$ cat config.mk
export PLATFORM = sky130hd
export DESIGN_NAME = nrzi_toggle_decoder
export DESIGN_NICKNAME = d
export VERILOG_FILES = /design/src/rtl/nrzi_toggle_decoder.sv
export SDC_FILE = /design/constraint.sdc
export NUM_CORES = 1
export LEC_CHECK = 0
export BUFFER_PORTS_ARGS = -buffer_cell sky130_fd_sc_hd__buf_2
export CAP_MARGIN = 5
export CORE_MARGIN = 2
export CORE_UTILIZATION = 36
export DETAILED_ROUTE_END_ITERATION = 8
export GPL_ROUTABILITY_DRIVEN = 0
export PLACE_DENSITY = 0.55
export SKIP_LAST_GASP = 1
export SYNTH_ARGS = -nofsm -noshare
export SYNTH_HDL_FRONTEND = slang
export SYNTH_SLANG_ARGS = --single-unit
$ cat constraint.sdc
create_clock -name clk -period 3.61 [get_ports clk]
set_input_delay 0.722 -clock clk [delete_from_list [all_inputs] [get_ports clk]]
set_output_delay 0.722 -clock clk [all_outputs]
set_load 0.005 [all_outputs]
$ cat src/rtl/nrzi_toggle_decoder.sv
`default_nettype none
// ============================================================================
// Module      : nrzi_toggle_decoder
// Description : Recovers T-bits from a toggle-encoded line, hunts for a sync
//               word, then delivers a fixed-length frame of words on a
//               valid/ready handshake with sticky overrun reporting.
// Revision    : 1.0 - initial release
// ============================================================================
module nrzi_toggle_decoder #(
    parameter int                DATA_W       = 8,
    parameter logic [DATA_W-1:0] SYNC_PATTERN = 8'hD5,
    parameter int                FRAME_BYTES  = 4
) (
    input  logic              clk,
    input  logic              rst_n,
    input  logic              sample_en,
    input  logic              line_in,
    input  logic              ovr_clr,
    output logic [DATA_W-1:0] data_out,
    output logic              data_valid,
    input  logic              data_ready,
    output logic              sync_found,
    output logic              frame_done,
    output logic              overrun
);

    localparam int               CNT_W       = (DATA_W > 1) ? $clog2(DATA_W) : 1;
    localparam logic [CNT_W-1:0] C_LAST_BIT  = CNT_W'(DATA_W - 1);
    localparam logic [7:0]       C_LAST_WORD = 8'(FRAME_BYTES - 1);

    typedef enum logic [0:0] {
        ST_HUNT = 1'b0,
        ST_DATA = 1'b1
    } state_t;

    state_t            r_state;
    logic              r_prev_line;
    logic [DATA_W-1:0] r_sh;
    logic [CNT_W-1:0]  r_bit_cnt;
    logic [7:0]        r_word_cnt;
    logic [DATA_W-1:0] r_data_out;
    logic              r_data_valid;
    logic              r_sync_found;
    logic              r_frame_done;
    logic              r_overrun;

    logic              w_bit;
    logic [DATA_W-1:0] w_sh_next;
    logic              w_word_done;
    logic              w_drop;

    // A toggle on the line between two samples encodes a 1.
    assign w_bit       = line_in ^ r_prev_line;
    assign w_sh_next   = {w_bit, r_sh[DATA_W-1:1]};
    assign w_word_done = sample_en && (r_state == ST_DATA) && (r_bit_cnt == C_LAST_BIT);
    assign w_drop      = w_word_done && r_data_valid && !data_ready;

    // Framing: sync hunt and word/frame counting.
    always_ff @(posedge clk or negedge rst_n) begin
        if (!rst_n) begin
            r_state      <= ST_HUNT;
            r_prev_line  <= 1'b0;
            r_sh         <= '0;
            r_bit_cnt    <= '0;
            r_word_cnt   <= '0;
            r_sync_found <= 1'b0;
            r_frame_done <= 1'b0;
        end else begin
            r_sync_found <= 1'b0;
            r_frame_done <= 1'b0;
            if (sample_en) begin
                r_prev_line <= line_in;
                case (r_state)
                    ST_HUNT: begin
                        if (w_sh_next == SYNC_PATTERN) begin
                            r_state      <= ST_DATA;
                            r_sh         <= '0;
                            r_bit_cnt    <= '0;
                            r_word_cnt   <= '0;
                            r_sync_found <= 1'b1;
                        end else begin
                            r_sh <= w_sh_next;
                        end
                    end
                    ST_DATA: begin
                        if (r_bit_cnt == C_LAST_BIT) begin
                            r_bit_cnt <= '0;
                            if (r_word_cnt == C_LAST_WORD) begin
                                // Clearing the shifter keeps stale data bits from
                                // forming a false sync in the next hunt.
                                r_state      <= ST_HUNT;
                                r_sh         <= '0;
                                r_word_cnt   <= '0;
                                r_frame_done <= 1'b1;
                            end else begin
                                r_sh       <= w_sh_next;
                                r_word_cnt <= r_word_cnt + 8'd1;
                            end
                        end else begin
                            r_sh      <= w_sh_next;
                            r_bit_cnt <= r_bit_cnt + CNT_W'(1);
                        end
                    end
                    default: r_state <= ST_HUNT;
                endcase
            end
        end
    end

    // Delivery: a completed word is dropped rather than overwriting an
    // unconsumed one; framing keeps advancing regardless.
    always_ff @(posedge clk or negedge rst_n) begin
        if (!rst_n) begin
            r_data_out   <= '0;
            r_data_valid <= 1'b0;
            r_overrun    <= 1'b0;
        end else begin
            if (w_word_done && !w_drop) begin
                r_data_out   <= w_sh_next;
                r_data_valid <= 1'b1;
            end else if (!w_word_done && r_data_valid && data_ready) begin
                r_data_valid <= 1'b0;
            end

            if (w_drop) begin
                r_overrun <= 1'b1;
            end else if (ovr_clr) begin
                r_overrun <= 1'b0;
            end
        end
    end

    assign data_out   = r_data_out;
    assign data_valid = r_data_valid;
    assign sync_found = r_sync_found;
    assign frame_done = r_frame_done;
    assign overrun    = r_overrun;

endmodule
`default_nettype wire

### After elaboration in Yosys (flattened, before gate mapping)

Index checks and enable logic that the tools add are counted.

| word-level totals | value |
|---|---|
| register bits after elaboration | 33 |
| input bits | 6 |
| output and inout port bits | 12 |
| word-level logic and storage cells | 58 |

| operators by class | value |
|---|---|
| add/subtract/negate cells | 2 |
| equal/unequal tests | 5 |
| mux-type cells | 25 |
| bitwise gates (word level) | 2 |
| reduce and logical (&&, ||, !) cells | 14 |

Operators by type and width:

| cell | count |
|---|---|
| 8-bit two-way mux | 6 |
| 8-bit case mux with 2 select lines | 2 |
| 1-bit two-way mux | 13 |
| 8-bit by 1-bit adder with 8-bit output, second input constant | 1 |
| 8-bit by 2-bit == test with 1-bit output, second input constant | 1 |
| 8-bit == test, second input constant | 1 |
| 1-bit logical AND | 7 |
| 3-bit two-way mux | 2 |
| 3-bit case mux with 2 select lines | 1 |
| 2-bit nonzero test | 2 |
| 3-bit by 1-bit adder with 3-bit output, second input constant | 1 |
| 3-bit == test, second input constant | 1 |
| 1-bit logical NOT | 3 |
| 3-bit AND reduction | 1 |
| 2-bit by 1-bit inequality test with 1-bit output, second input constant | 1 |
| 2-bit inequality test, second input constant | 1 |
| 1-bit case mux with 2 select lines | 1 |
| 2-bit AND reduction | 1 |
| 1-bit inverter | 1 |
| 1-bit bitwise XOR | 1 |

### Logic depth before layout (Yosys ltp)

| logic depth | value |
|---|---|
| depth after elaboration | 7 |
| mapped depth | 6 |
| depth with buffers taken out | 6 |

### Worst setup path before layout

No wires, ideal clock.

| timing path | value |
|---|---|
| path kind | input port to flip-flop |
| start | input port line_in |
| end | register r_word_cnt[1] |
| setup time | 125 ps |
| arrival | 1588 ps |
| required time | 3485 ps |
| path slack | 1897 ps |
| stages | 4 |
| buffers on the path | 0 |
| cells stage by stage | xor2_2 -> nand4_2 -> o21ai_4 -> mux2_4 |

| on the way | value |
|---|---|
| word-level cells in the longest chain between the ends | 4 |

RTL lines:

| what | RTL line | text |
|---|---|---|
| start: declaration | 17 | `input logic line_in,` |
| 1-bit bitwise XOR | 53 | `assign w_bit = line_in ^ r_prev_line;` |
| 8-bit == test | 75 | `if (w_sh_next == SYNC_PATTERN) begin` |
| 2-bit inequality test (no source line) | - |  |
| 3-bit AND reduction (no source line) | - |  |
| end signal: assignment | 97 | `r_word_cnt <= r_word_cnt + 8'd1;` |
| end: declaration | 40 | `logic [7:0] r_word_cnt;` |

Every way passes these cells.
A chain may end at the register's enable or synchronous reset.

### Worst setup path after layout

| timing path | value |
|---|---|
| start | input port sample_en |
| end | register r_data_out[6] (netlist: data_out[6]) |

| on the way | value |
|---|---|
| word-level cells in the longest chain between the ends | 6 |

RTL lines:

| what | RTL line | text |
|---|---|---|
| start: declaration | 16 | `input logic sample_en,` |
| 1-bit logical AND * (2 in series) | 55 | `assign w_word_done = sample_en && (r_state == ST_DATA) && (r_bit_cnt == C_LAST_BIT);` |
| 1-bit logical AND (2 in series) | 56 | `assign w_drop = w_word_done && r_data_valid && !data_ready;` |
| 1-bit logical NOT | 118 | `if (w_word_done && !w_drop) begin` |
| 1-bit logical AND * | 118 |  |
| end signal: assignment | 119 | `r_data_out <= w_sh_next;` |
| end: declaration | 41 | `logic [DATA_W-1:0] r_data_out;` |

Every way passes the cells marked *; elsewhere a longest branch is shown, timed or not.

==> flow_summary.json <==
{
  "p_leak_nw": 0.840,
  "io_pins": 18,
  "synth_top_area_share": 0.542,
  "drt_wl_total_um": 2820,
  "p_seq_frac": 0.506,
  "multi_input_area_um2": 633,
  "ys.warnings.count": 0,
  "ant_nets": 0,
  "min_period_over_period": 0.604,
  "path_clk_slew_ns": 0.07,
  "critPathMaxStageDelay_ns": 0.63,
  "startpoint_type": "primary input",
  "tightestPinTransition_ns": 0.701,
  "cp_cell_sequence": "buf_2 -> nand3_2 -> nor2b_1 -> mux2_2",
  "grt_usage": 0.141,
  "cellPowerDensity_nw_per_um2": 486,
  "synth_cell_types": 35,
  "netlist_area_um2": 1480,
  "synth-seq-cells": 32,
  "cts_setup_buffers": 0,
  "vias": 1025,
  "synth_most_common_cell": "dfrtp_1",
  "clkLatencyLatePin_ns": 0.29,
  "rsz0062_at_grt": "no",
  "first_pass_iters": 4,
  "grt_pass1_vias": 1042,
  "grt_pass1_wl_um": 4730,
  "min_period_ns": 2.18,
  "drive_gt1_frac": 0.291,
  "fin_skew_ns": 0.00609,
  "whs_ns": 0.478,
  "async_flop_share": 1.00,
  "path_class": "primary input to flip-flop",
  "comb_power_share": 0.085,
  "p_switching_uw": 210,
  "hpwl_um": 1960,
  "crit_slowest_cell": "nor2b_1",
  "max_cap_violations": 0,
  "path_max_fanout": 21,
  "ys_top_cells_by_area": "dfrtp_1 54%, mux2_2 6.9%, nand2_1 3.3%",
  "ys.flop_type": "dfrtp_1",
  "cts.sinks": 32,
  "ys_seq_area_frac": 0.542,
  "cp-end-kind": "flip-flop",
  "syn-num-nets": 136,
  "drc": 0,
  "drt_iter0_drc": 51,
  "grt-ovfl-total": 0,
  "n_fill_cell": 388,
  "ctsHoldBuffers": 0,
  "path_delay_family": "simple AND/OR/NAND/NOR gates",
  "routed_via_density": 5.18,
  "synth-edff-count": 0,
  "clockBufferDepth": 2,
  "synth.largest_area_cell": "dfrtp_1",
  "die_area_um2": 4630,
  "cts_tree": "yes",
  "die_y_um": 68.0,
  "hold_viol_final": 0,
  "avgSynthCellArea_um2": 11.6,
  "yosys-top-cells-count": "32 x dfrtp_1, 13 x nand2_1, 9 x mux2_2, 8 x nor2_1",
  "seq_area_um2": 801,
  "cts_resized": 0,
  "dp.cells": 190,
  "status": "complete, no violations",
  "synth_cells": 127,
  "drv_slew": 0,
  "path_buf_inv": 1,
  "intPower_uw": 624,
  "clkPwrFrac": 0.409,
  "instances_no_fill": 198,
  "antenna_found_initial": 0,
  "relSlewSlack": 0.532,
  "htree_levels": 2,
  "rows": 23,
  "start_util": 0.372,
  "numCtsBuffers": 5,
  "setup-violations-final": 0,
  "fin_nets": 156,
  "fp.coreArea_um2": 3970,
  "swShare": 0.251,
  "antenna_cells": 0,
  "syn_to_final_growth_pct": 16.2,
  "cp.arrival_ns": 2.36,
  "hold_path.class": "primary input to asynchronous set/reset pin",
  "wl_per_cell_um": 14.2,
  "io_buffers": 17,
  "setup_tns_ns": 0,
  "clock.fmax_ghz": 0.458,
  "vdd_ir_drop_max_uv": 230,
  "die_width_um": 68.0,
  "cts_root_buffer": "clkbuf_8",
  "grt_max_degree": 33,
  "worstPathRequired_ns": 3.78
}
-- placed cells by master (no fill, tap or decap), drive strengths merged, types with 4 or more instances in the layout --
master	count
a21oi	4
inv	6
buf	17
clkbuf	5
mux2	10
a31oi	5
o22ai	6
mux2i	4
nor2	8
o21ai	4
nand3	5
dfrtp	32
nand2b	4
nand2	13
-- cells by family after synthesis --
logic type,Yosys count,share of synthesized area
DFF,32,0.542
xor gates and xnor gates,1,0.0110
buffers and inverters,10,0.0288
and+or+nand+nor,42,0.164
muxes,14,0.106
adders and majority gates,3,0.0254
AOI/OAI and AO/OA,25,0.123
-- area by class of cell --
cell class	count	share of cell area
clock buffer	5	0.0401
timing repair buffer	17	0.0496
sequential	32	0.467
inverter	6	0.0131
multi-input combinational	85	0.369
tap	50	0.0365
clock inverter	3	0.0248
-- worst paths after layout --
check	cells past startpoint	from	slack, ns	end
max in group asynchronous	1	rst_n	2.68	data_valid$_DFFE_PN0P_
worst min-delay path	1	rst_n	0.48	r_sh[1]$_DFFE_PN0P_
worst min register to register	1	data_out[7]$_DFFE_PN0P_	0.50	data_out[7]$_DFFE_PN0P_
worst max register to register	5	r_bit_cnt[0]$_DFFE_PN0P_	1.46	data_out[6]$_DFFE_PN0P_
worst max-delay path	4	sample_en	1.43	data_out[6]$_DFFE_PN0P_
min in group clk	1	data_out[7]$_DFFE_PN0P_	0.50	data_out[7]$_DFFE_PN0P_
-- per-stage QoR --
stage	utilization	instance area (um2)	setup WS, ns	power (mW)
after floorplan	-	1480	1.90	0.472
after global placement	0.404	1600	1.18	0.497
after detailed placement	0.404	1600	1.08	0.501
after CTS	0.432	1720	1.43	0.844
after global routing	0.432	1720	1.29	0.878
final	0.432	1720	1.43	0.834
-- registers in the layout, summed over array words and instances, names as in the netlist --
| name | count |
|---|---|
| data_out | 8 |
| r_word_cnt | 8 |
| r_bit_cnt | 3 |
| r_prev_line | 1 |
| data_valid | 1 |
| overrun | 1 |
| r_state | 1 |
| r_sh | 7 |
| frame_done | 1 |
| sync_found | 1 |
-- routing by layer --
metal | track usage | part of all wire
met5 | 0 | 0
met4 | 0.0800 | 0.018
met3 | 0.0411 | 0.032
met2 | 0.225 | 0.49
met1 | 0.171 | 0.46
-- power by group through the flow --
stage / combinational [mW] / clock (mW) / sequential [mW]
floorplan: 0.0561 / 0 / 0.416
global placement: 0.0691 / 0 / 0.428
detailed placement: 0.0724 / 0 / 0.429
CTS: 0.0727 / 0.350 / 0.421
global route: 0.0843 / 0.366 / 0.428
finish: 0.0707 / 0.341 / 0.422
Note: power is estimated with default switching activity, not from simulation.
